File: src/rtl/adder_pkg.sv
// Shared definitions for the pipelined adder/subtractor.
//   op_e      : operation encoding carried on in_op (ADD = 0, SUB = 1)
//   ADDER_N   : default operand/result width
//   ADDER_SEG : default bits added per pipeline stage
package adder_pkg;

  typedef enum logic {
    OP_ADD = 1'b0,
    OP_SUB = 1'b1
  } op_e;

  localparam int unsigned ADDER_N   = 12;
  localparam int unsigned ADDER_SEG = 4;

endpackage

File: src/rtl/seg_adder.sv
// One pipeline segment: W-bit ripple-carry adder built from full-adder cells.
// Ports:
//   a_i, b_i : W-bit operand slices
//   ci_i     : carry into bit 0 of the slice
//   sum_o    : W-bit sum slice
//   co_o     : carry out of the slice MSB
//   cmsb_o   : carry into the slice MSB (used for signed overflow)
module seg_adder #(
  parameter int unsigned W = 4
) (
  input  logic [W-1:0] a_i,
  input  logic [W-1:0] b_i,
  input  logic         ci_i,
  output logic [W-1:0] sum_o,
  output logic         co_o,
  output logic         cmsb_o
);

  logic [W:0] c;

  always_comb begin
    c     = '0;
    sum_o = '0;
    c[0]  = ci_i;
    for (int unsigned i = 0; i < W; i++) begin
      sum_o[i] = a_i[i] ^ b_i[i] ^ c[i];
      c[i+1]   = (a_i[i] & b_i[i]) | (c[i] & (a_i[i] ^ b_i[i]));
    end
  end

  assign co_o   = c[W];
  assign cmsb_o = c[W-1];

endmodule

File: src/rtl/pipe_adder.sv
// Pipelined two's-complement adder/subtractor, SEG bits per stage, S = N/SEG
// stages, valid/ready on both sides. SUB is A + ~B + 1.
// Optional macro PIPE_ADDER_SAT_EN: clamp the result on signed overflow.
// Ports:
//   clk, rst            : clock, asynchronous active-high reset
//   in_valid/in_ready   : input handshake
//   in_a, in_b, in_op   : operands and operation (0 = ADD, 1 = SUB)
//   out_valid/out_ready : output handshake
//   out_sum             : N-bit result
//   out_cout            : carry out of bit N-1 (SUB: 1 = no borrow)
//   out_ovf             : signed overflow
module pipe_adder
  import adder_pkg::*;
#(
  parameter int unsigned N   = ADDER_N,
  parameter int unsigned SEG = ADDER_SEG
) (
  input  logic         clk,
  input  logic         rst,
  input  logic         in_valid,
  output logic         in_ready,
  input  logic [N-1:0] in_a,
  input  logic [N-1:0] in_b,
  input  logic         in_op,
  output logic         out_valid,
  input  logic         out_ready,
  output logic [N-1:0] out_sum,
  output logic         out_cout,
  output logic         out_ovf
);

  localparam int unsigned S = N / SEG;

  // Stage registers; a_q/b_q of the last stage are never needed.
  logic [S-1:0] v_q;
  logic [S-1:0] c_q;
  logic [N-1:0] a_q   [S];
  logic [N-1:0] b_q   [S];
  logic [N-1:0] sum_q [S];
  logic         ovf_q;

  // Per-stage inputs (from the port for stage 0, from stage k-1 otherwise)
  logic [S-1:0] en;
  logic [S-1:0] v_src;
  logic [S-1:0] c_src;
  logic [N-1:0] a_src [S];
  logic [N-1:0] b_src [S];
  logic [N-1:0] s_src [S];
  logic [N-1:0] sum_d [S];
  logic         ovf_d;

  logic [S*SEG-1:0] seg_a;
  logic [S*SEG-1:0] seg_b;
  logic [S*SEG-1:0] seg_s;
  logic [S-1:0]     seg_co;
  logic             seg_cm [S];

  op_e op;
  assign op = op_e'(in_op);

  assign in_ready = !(v_q[S-1] && !out_ready);

  // A stage may load when it is empty or its contents move on, so bubbles
  // collapse under a stall while valid results hold in place.
  always_comb begin
    en      = '0;
    en[S-1] = !v_q[S-1] || out_ready;
    for (int unsigned k = S - 1; k > 0; k--) begin
      en[k-1] = !v_q[k-1] || en[k];
    end
  end

  always_comb begin
    a_src    = '{default: '0};
    b_src    = '{default: '0};
    s_src    = '{default: '0};
    v_src    = '0;
    c_src    = '0;
    seg_a    = '0;
    seg_b    = '0;
    a_src[0] = in_a;
    b_src[0] = (op == OP_SUB) ? ~in_b : in_b;
    c_src[0] = (op == OP_SUB);
    v_src[0] = in_valid && in_ready;
    for (int unsigned k = 1; k < S; k++) begin
      a_src[k] = a_q[k-1];
      b_src[k] = b_q[k-1];
      s_src[k] = sum_q[k-1];
      c_src[k] = c_q[k-1];
      v_src[k] = v_q[k-1];
    end
    for (int unsigned k = 0; k < S; k++) begin
      seg_a[k*SEG +: SEG] = a_src[k][k*SEG +: SEG];
      seg_b[k*SEG +: SEG] = b_src[k][k*SEG +: SEG];
    end
  end

  for (genvar k = 0; k < S; k++) begin : g_seg
    seg_adder #(.W(SEG)) u_seg (
      .a_i    (seg_a[k*SEG +: SEG]),
      .b_i    (seg_b[k*SEG +: SEG]),
      .ci_i   (c_src[k]),
      .sum_o  (seg_s[k*SEG +: SEG]),
      .co_o   (seg_co[k]),
      .cmsb_o (seg_cm[k])
    );
  end

  always_comb begin
    sum_d = '{default: '0};
    for (int unsigned k = 0; k < S; k++) begin
      sum_d[k]               = s_src[k];
      sum_d[k][k*SEG +: SEG] = seg_s[k*SEG +: SEG];
    end
    ovf_d = seg_co[S-1] ^ seg_cm[S-1];
`ifdef PIPE_ADDER_SAT_EN
    if (ovf_d) begin
      sum_d[S-1] = a_src[S-1][N-1] ? {1'b1, {(N-1){1'b0}}} : {1'b0, {(N-1){1'b1}}};
    end
`endif
  end

  always_ff @(posedge clk or posedge rst) begin
    if (rst) begin
      v_q   <= '0;
      c_q   <= '0;
      ovf_q <= 1'b0;
      for (int unsigned k = 0; k < S; k++) begin
        sum_q[k] <= '0;
        if (k < S - 1) begin
          a_q[k] <= '0;
          b_q[k] <= '0;
        end
      end
    end else begin
      for (int unsigned k = 0; k < S; k++) begin
        if (en[k]) begin
          v_q[k]   <= v_src[k];
          c_q[k]   <= seg_co[k];
          sum_q[k] <= sum_d[k];
          if (k < S - 1) begin
            a_q[k] <= a_src[k];
            b_q[k] <= b_src[k];
          end
        end
      end
      if (en[S-1]) ovf_q <= ovf_d;
    end
  end

  assign out_valid = v_q[S-1];
  assign out_sum   = sum_q[S-1];
  assign out_cout  = c_q[S-1];
  assign out_ovf   = ovf_q;

endmodule
File: config.mk
export PLATFORM = sky130hd
export DESIGN_NAME = pipe_adder
export DESIGN_NICKNAME = d
export VERILOG_FILES = /design/src/rtl/adder_pkg.sv /design/src/rtl/seg_adder.sv /design/src/rtl/pipe_adder.sv
export SDC_FILE = /design/constraint.sdc
export NUM_CORES = 1
export LEC_CHECK = 0
export CAP_MARGIN = 10
export CORE_UTILIZATION = 53
export DETAILED_ROUTE_END_ITERATION = 10
export GPL_TIMING_DRIVEN = 0
export PLACE_DENSITY_LB_ADDON = 0.12
export SLEW_MARGIN = 20
export SYNTH_ARGS = -nofsm -noshare
export SYNTH_HDL_FRONTEND = slang
export SYNTH_HIERARCHICAL = 1
export SYNTH_SLANG_ARGS = --single-unit
File: constraint.sdc
create_clock -name clk -period 2.95 [get_ports clk]
set_input_delay 0.59 -clock clk [delete_from_list [all_inputs] [get_ports clk]]
set_output_delay 0.59 -clock clk [all_outputs]
set_load 0.005 [all_outputs]
Yosys cells after proc, flatten, opt, wreduce, memory -nomap -nowiden. Cells that the tools add are included.

Bitwise logic cells: 62. Reductions and logical operators: 10. Mux-type cells: 1.

Operators by type and width (number): XOR 1 bit (25); AND 1 bit (24); 2-to-1 mux 12 bit (1); inverter 12 bit (1); OR 1 bit (12); logical NOT 1 bit (5); logical OR 1 bit (3); logical AND 1 bit (2).

Input port bits: 29. Logic and storage cells: 87. Register bits: 79. Output and inout port bits: 16.

Longest topological paths before layout.
Depth in word-level cells: 11. Depth in mapped cells: 9. Gate-level depth less buffers: 8.

By module. Netlist, hierarchy kept.

Modules (own cells, without submodules): pipe_adder (area each 2308.5 sq um, times used 1, seq. area each 1376.3 sq um, cells each 135); seg_adder (area each 110.1 sq um, times used 3, seq. area each 0.0 sq um, cells each 12).

Worst setup path after synthesis. OpenSTA, ideal clock, no wires.

Path kind: input -> register. Start point: input in_op. End point: register sum_q (netlist bit s_src[15]). Arrival: 2.617 ns. Buffers on the path: 1. Path slack: 0.208 ns. Stages on the path: 9. Cell sequence: buf_4 -> xor2_1 -> fa_1 -> inv_1 -> fa_1 -> fa_1 -> inv_1 -> fa_1 -> mux2_4.

RTL lines: start: declaration (line pipe_adder.sv:24) `input logic in_op,`; end signal: indexed assignment (line pipe_adder.sv:140) `sum_q[k] <= sum_d[k];`; end: declaration (line pipe_adder.sv:39) `logic [N-1:0] sum_q [S];`.

==> impl_metrics.json <==
{
  "critPathBufInv": 3,
  "area_delta_synth_final_pct": 24.47,
  "whs_path_depth": 1,
  "syn_area_sq_um": 2639,
  "seqCellArea_sq_um": 1376,
  "grt_max_degree": 30,
  "crit_chain": "clkdlybuf4s50_1 -> xor2_1 -> fa_1 -> inv_1 -> fa_1 -> fa_1 -> inv_1 -> fa_1 -> mux2_4",
  "slew_headroom_pct": 58.26,
  "power_mw": 2.279,
  "cts_max_path_buffers": 2,
  "portBuffers": 44,
  "yosysSeqAreaShare_pct": 52.16,
  "finalHoldViolCount": 0,
  "timing.rr.start": "a_q[20]",
  "grt_pass1_wl_um": 7376,
  "synth_seq_cells": 55,
  "multi_input_area_sq_um": 1097,
  "worst_ep_required_time_ns": 3.14,
  "track_usage_pct": 18.88,
  "rsz0062_at_grt": "false",
  "combPwrFrac_pct": 32.0,
  "clock_latency_ns": 0.30,
  "io_pins": 45,
  "hp-class": "flip-flop to flip-flop",
  "drv_cap": 0,
  "synth.net_count": 212,
  "p_sw_share_pct": 25.46,
  "seq_power_share_pct": 47.4,
  "timing.critical_path.from": "in_b[0]",
  "p_int_mw": 1.699,
  "grt_pass1_vias": 1497,
  "startpoint_type": "input pin",
  "crit_arrival_ns": 3.01,
  "cts_max_level": 2,
  "path_clk_slew_ns": 0.09,
  "clock-sinks": 55,
  "slowest_delay_ns": 0.48,
  "r2r_setup_slack_ns": 0.64,
  "holdPathEnd": "s_src[4]",
  "drtAntennaViolNets": 0,
  "drc": 0,
  "synth_cells": 171,
  "maxSlewViolCount": 0,
  "max_slew.worst_pin.slew_ns": 0.6252,
  "cpMostUsedCell": "fa_1",
  "die_w_um": 72.56,
  "dr_total_vias": 1373,
  "drt-initial-drc-count": 32,
  "reg2reg_depth": 7,
  "diodes": 0,
  "r2r-end": "out_sum[11]",
  "synth_cell_types": 15,
  "fillCellCount": 348,
  "path_max_fanout": 1,
  "drive_gt1_share_pct": 30.04,
  "die_area_sq_um": 5265,
  "antenna_found_initial": 0,
  "cts_made_buffers": 5,
  "postCtsHoldBufs": 0,
  "final_common_cell": "dfrtp_1",
  "gr-total-overflow": 0,
  "die_h_um": 72.56,
  "crit_type": "input pin to flip-flop",
  "cp_slowest_cell": "clkdlybuf4s50_1",
  "hold_start": "s_src[4]",
  "final_cell_count_no_fill": 290,
  "p_leak_nw": 1.572,
  "core_area_sq_um": 4755,
  "place.gp.congestion": 0.7112,
  "cp-end-kind": "flip-flop",
  "dp.cells": 283,
  "nets": 264,
  "period_needed_ns": 2.823,
  "p_sw_mw": 0.5803,
  "start_util_pct": 55.50,
  "cts_root_buf": "clkbuf_8",
  "avgRoutedWirePerCell_um": 14.83,
  "final_cell_mix": "dfrtp_1 (55), clkdlybuf4s50_1 (43), mux2_4 (26), inv_1 (26), mux2_2 (23)",
  "hold_slack_ns": 0.4892,
  "dr.pass1.iters": 4,
  "fmax_mhz": 354.2,
  "num_rows": 25,
  "syn_avg_cell_area_sq_um": 15.43,
  "cts_tree": "done",
  "pwr-share-clk_pct": 20.6,
  "finalCritPeriodShare_pct": 95.70,
  "skew_ns": 0.01260,
  "hpwl_um": 3134,
  "status": "finished clean",
  "finalSetupViolCount": 0,
  "cp_top_family": "adder cells",
  "wirelength_um": 4300,
  "viasPerCell": 4.734,
  "yosysWarnings": 6,
  "ir_worst_vdd_mv": 0.3100,
  "p_per_area_nw_per_um2": 693.8
}
## through the flow
step                      instance area [sq um]  TNS, ns  util [%]  worst slack [ns]
after floorplan                            2639        0         -            0.2082
after global placement                     3163   -1.097     66.53           -0.5926
after detailed placement                   3183   -1.176     66.95           -0.6319
after CTS                                  3288        0     69.16          0.007519
after global routing                       3284        0     69.08           0.08500
final                                      3284        0     69.08            0.1269
## how the worst max path moves through the flow
stage / endpoint / slack [ns] / depth (start not counted)
6_report: s_src[15] / 0.13 / 9
3_5_place_dp: s_src[15] / -0.63 / 10
5_1_grt: s_src[15] / 0.09 / 9
3_3_place_gp: s_src[15] / -0.59 / 10
4_1_cts: s_src[15] / 0.008 / 10
2_1_floorplan: s_src[15] / 0.21 / 9
## layout make-up
class,instances,area share (%)
clock buffers,6,2.210
repair buffers,45,13.87
flip-flops and latches,55,41.90
well taps,67,2.552
inverters,27,3.086
multi-input cells,83,33.41
clock inverters,1,0.9143
plain buffers,6,2.057
## cell usage after synthesis (all sizes together)
cell type  instances  share of area (%)
nand3b             1               0.76
nand2b             1               0.24
mux2              52                 26
and2b              1               0.28
or2                1               0.24
fa                12                9.1
nand4b             1               0.57
buf                6                2.4
o21ai              1               0.19
inv               27                3.8
dfrtp             55                 52
xor2              13                4.3
## power groups by stage
stage	Combinational [mW]	Clock (mW)	Sequential, mW
finish	0.730	0.470	1.08
detailed placement	0.736	0	1.10
global route	0.808	0.519	1.11
CTS	0.745	0.486	1.08
global placement	0.710	0	1.08
floorplan	0.417	0	1.08
## flip-flops by register name, indices dropped and copies added, names as in the netlist
| signal | flops |
|---|---|
| a_q | 12 |
| b_q | 12 |
| c_q | 3 |
| out_ovf | 1 |
| out_sum | 12 |
| s_src | 12 |
| v_q | 3 |
## kinds of logic (layout without fill, tap and decap cells)
family	Yosys count	after routing	synth area share, %
AND/OR/NAND/NOR	5	5	2.087
buffers and inverters	33	85	6.259
AO/OA/AOI/OAI	1	1	0.1895
flip-flops	55	55	52.16
adder cells (fa/ha/maj)	12	12	9.104
XOR/XNOR	13	13	4.315
multiplexers	52	52	25.89
## timing repair
item                                    in CTS  in global routing
cloned                                       0                  0
endpoints found under the setup margin       1                  1
setup buffers                                0                  0
gates resized for setup                      2                  2
## metal layers
metal	vias up	wire length [um]	track usage, %
met3	2	171	5.139
met4	0	17	4.357
met5	-	0	0
met1	690	1947	26.32
li1	645	-	-
met2	36	2164	29.80
No activity file was read; power rests on OpenSTA's default activity.
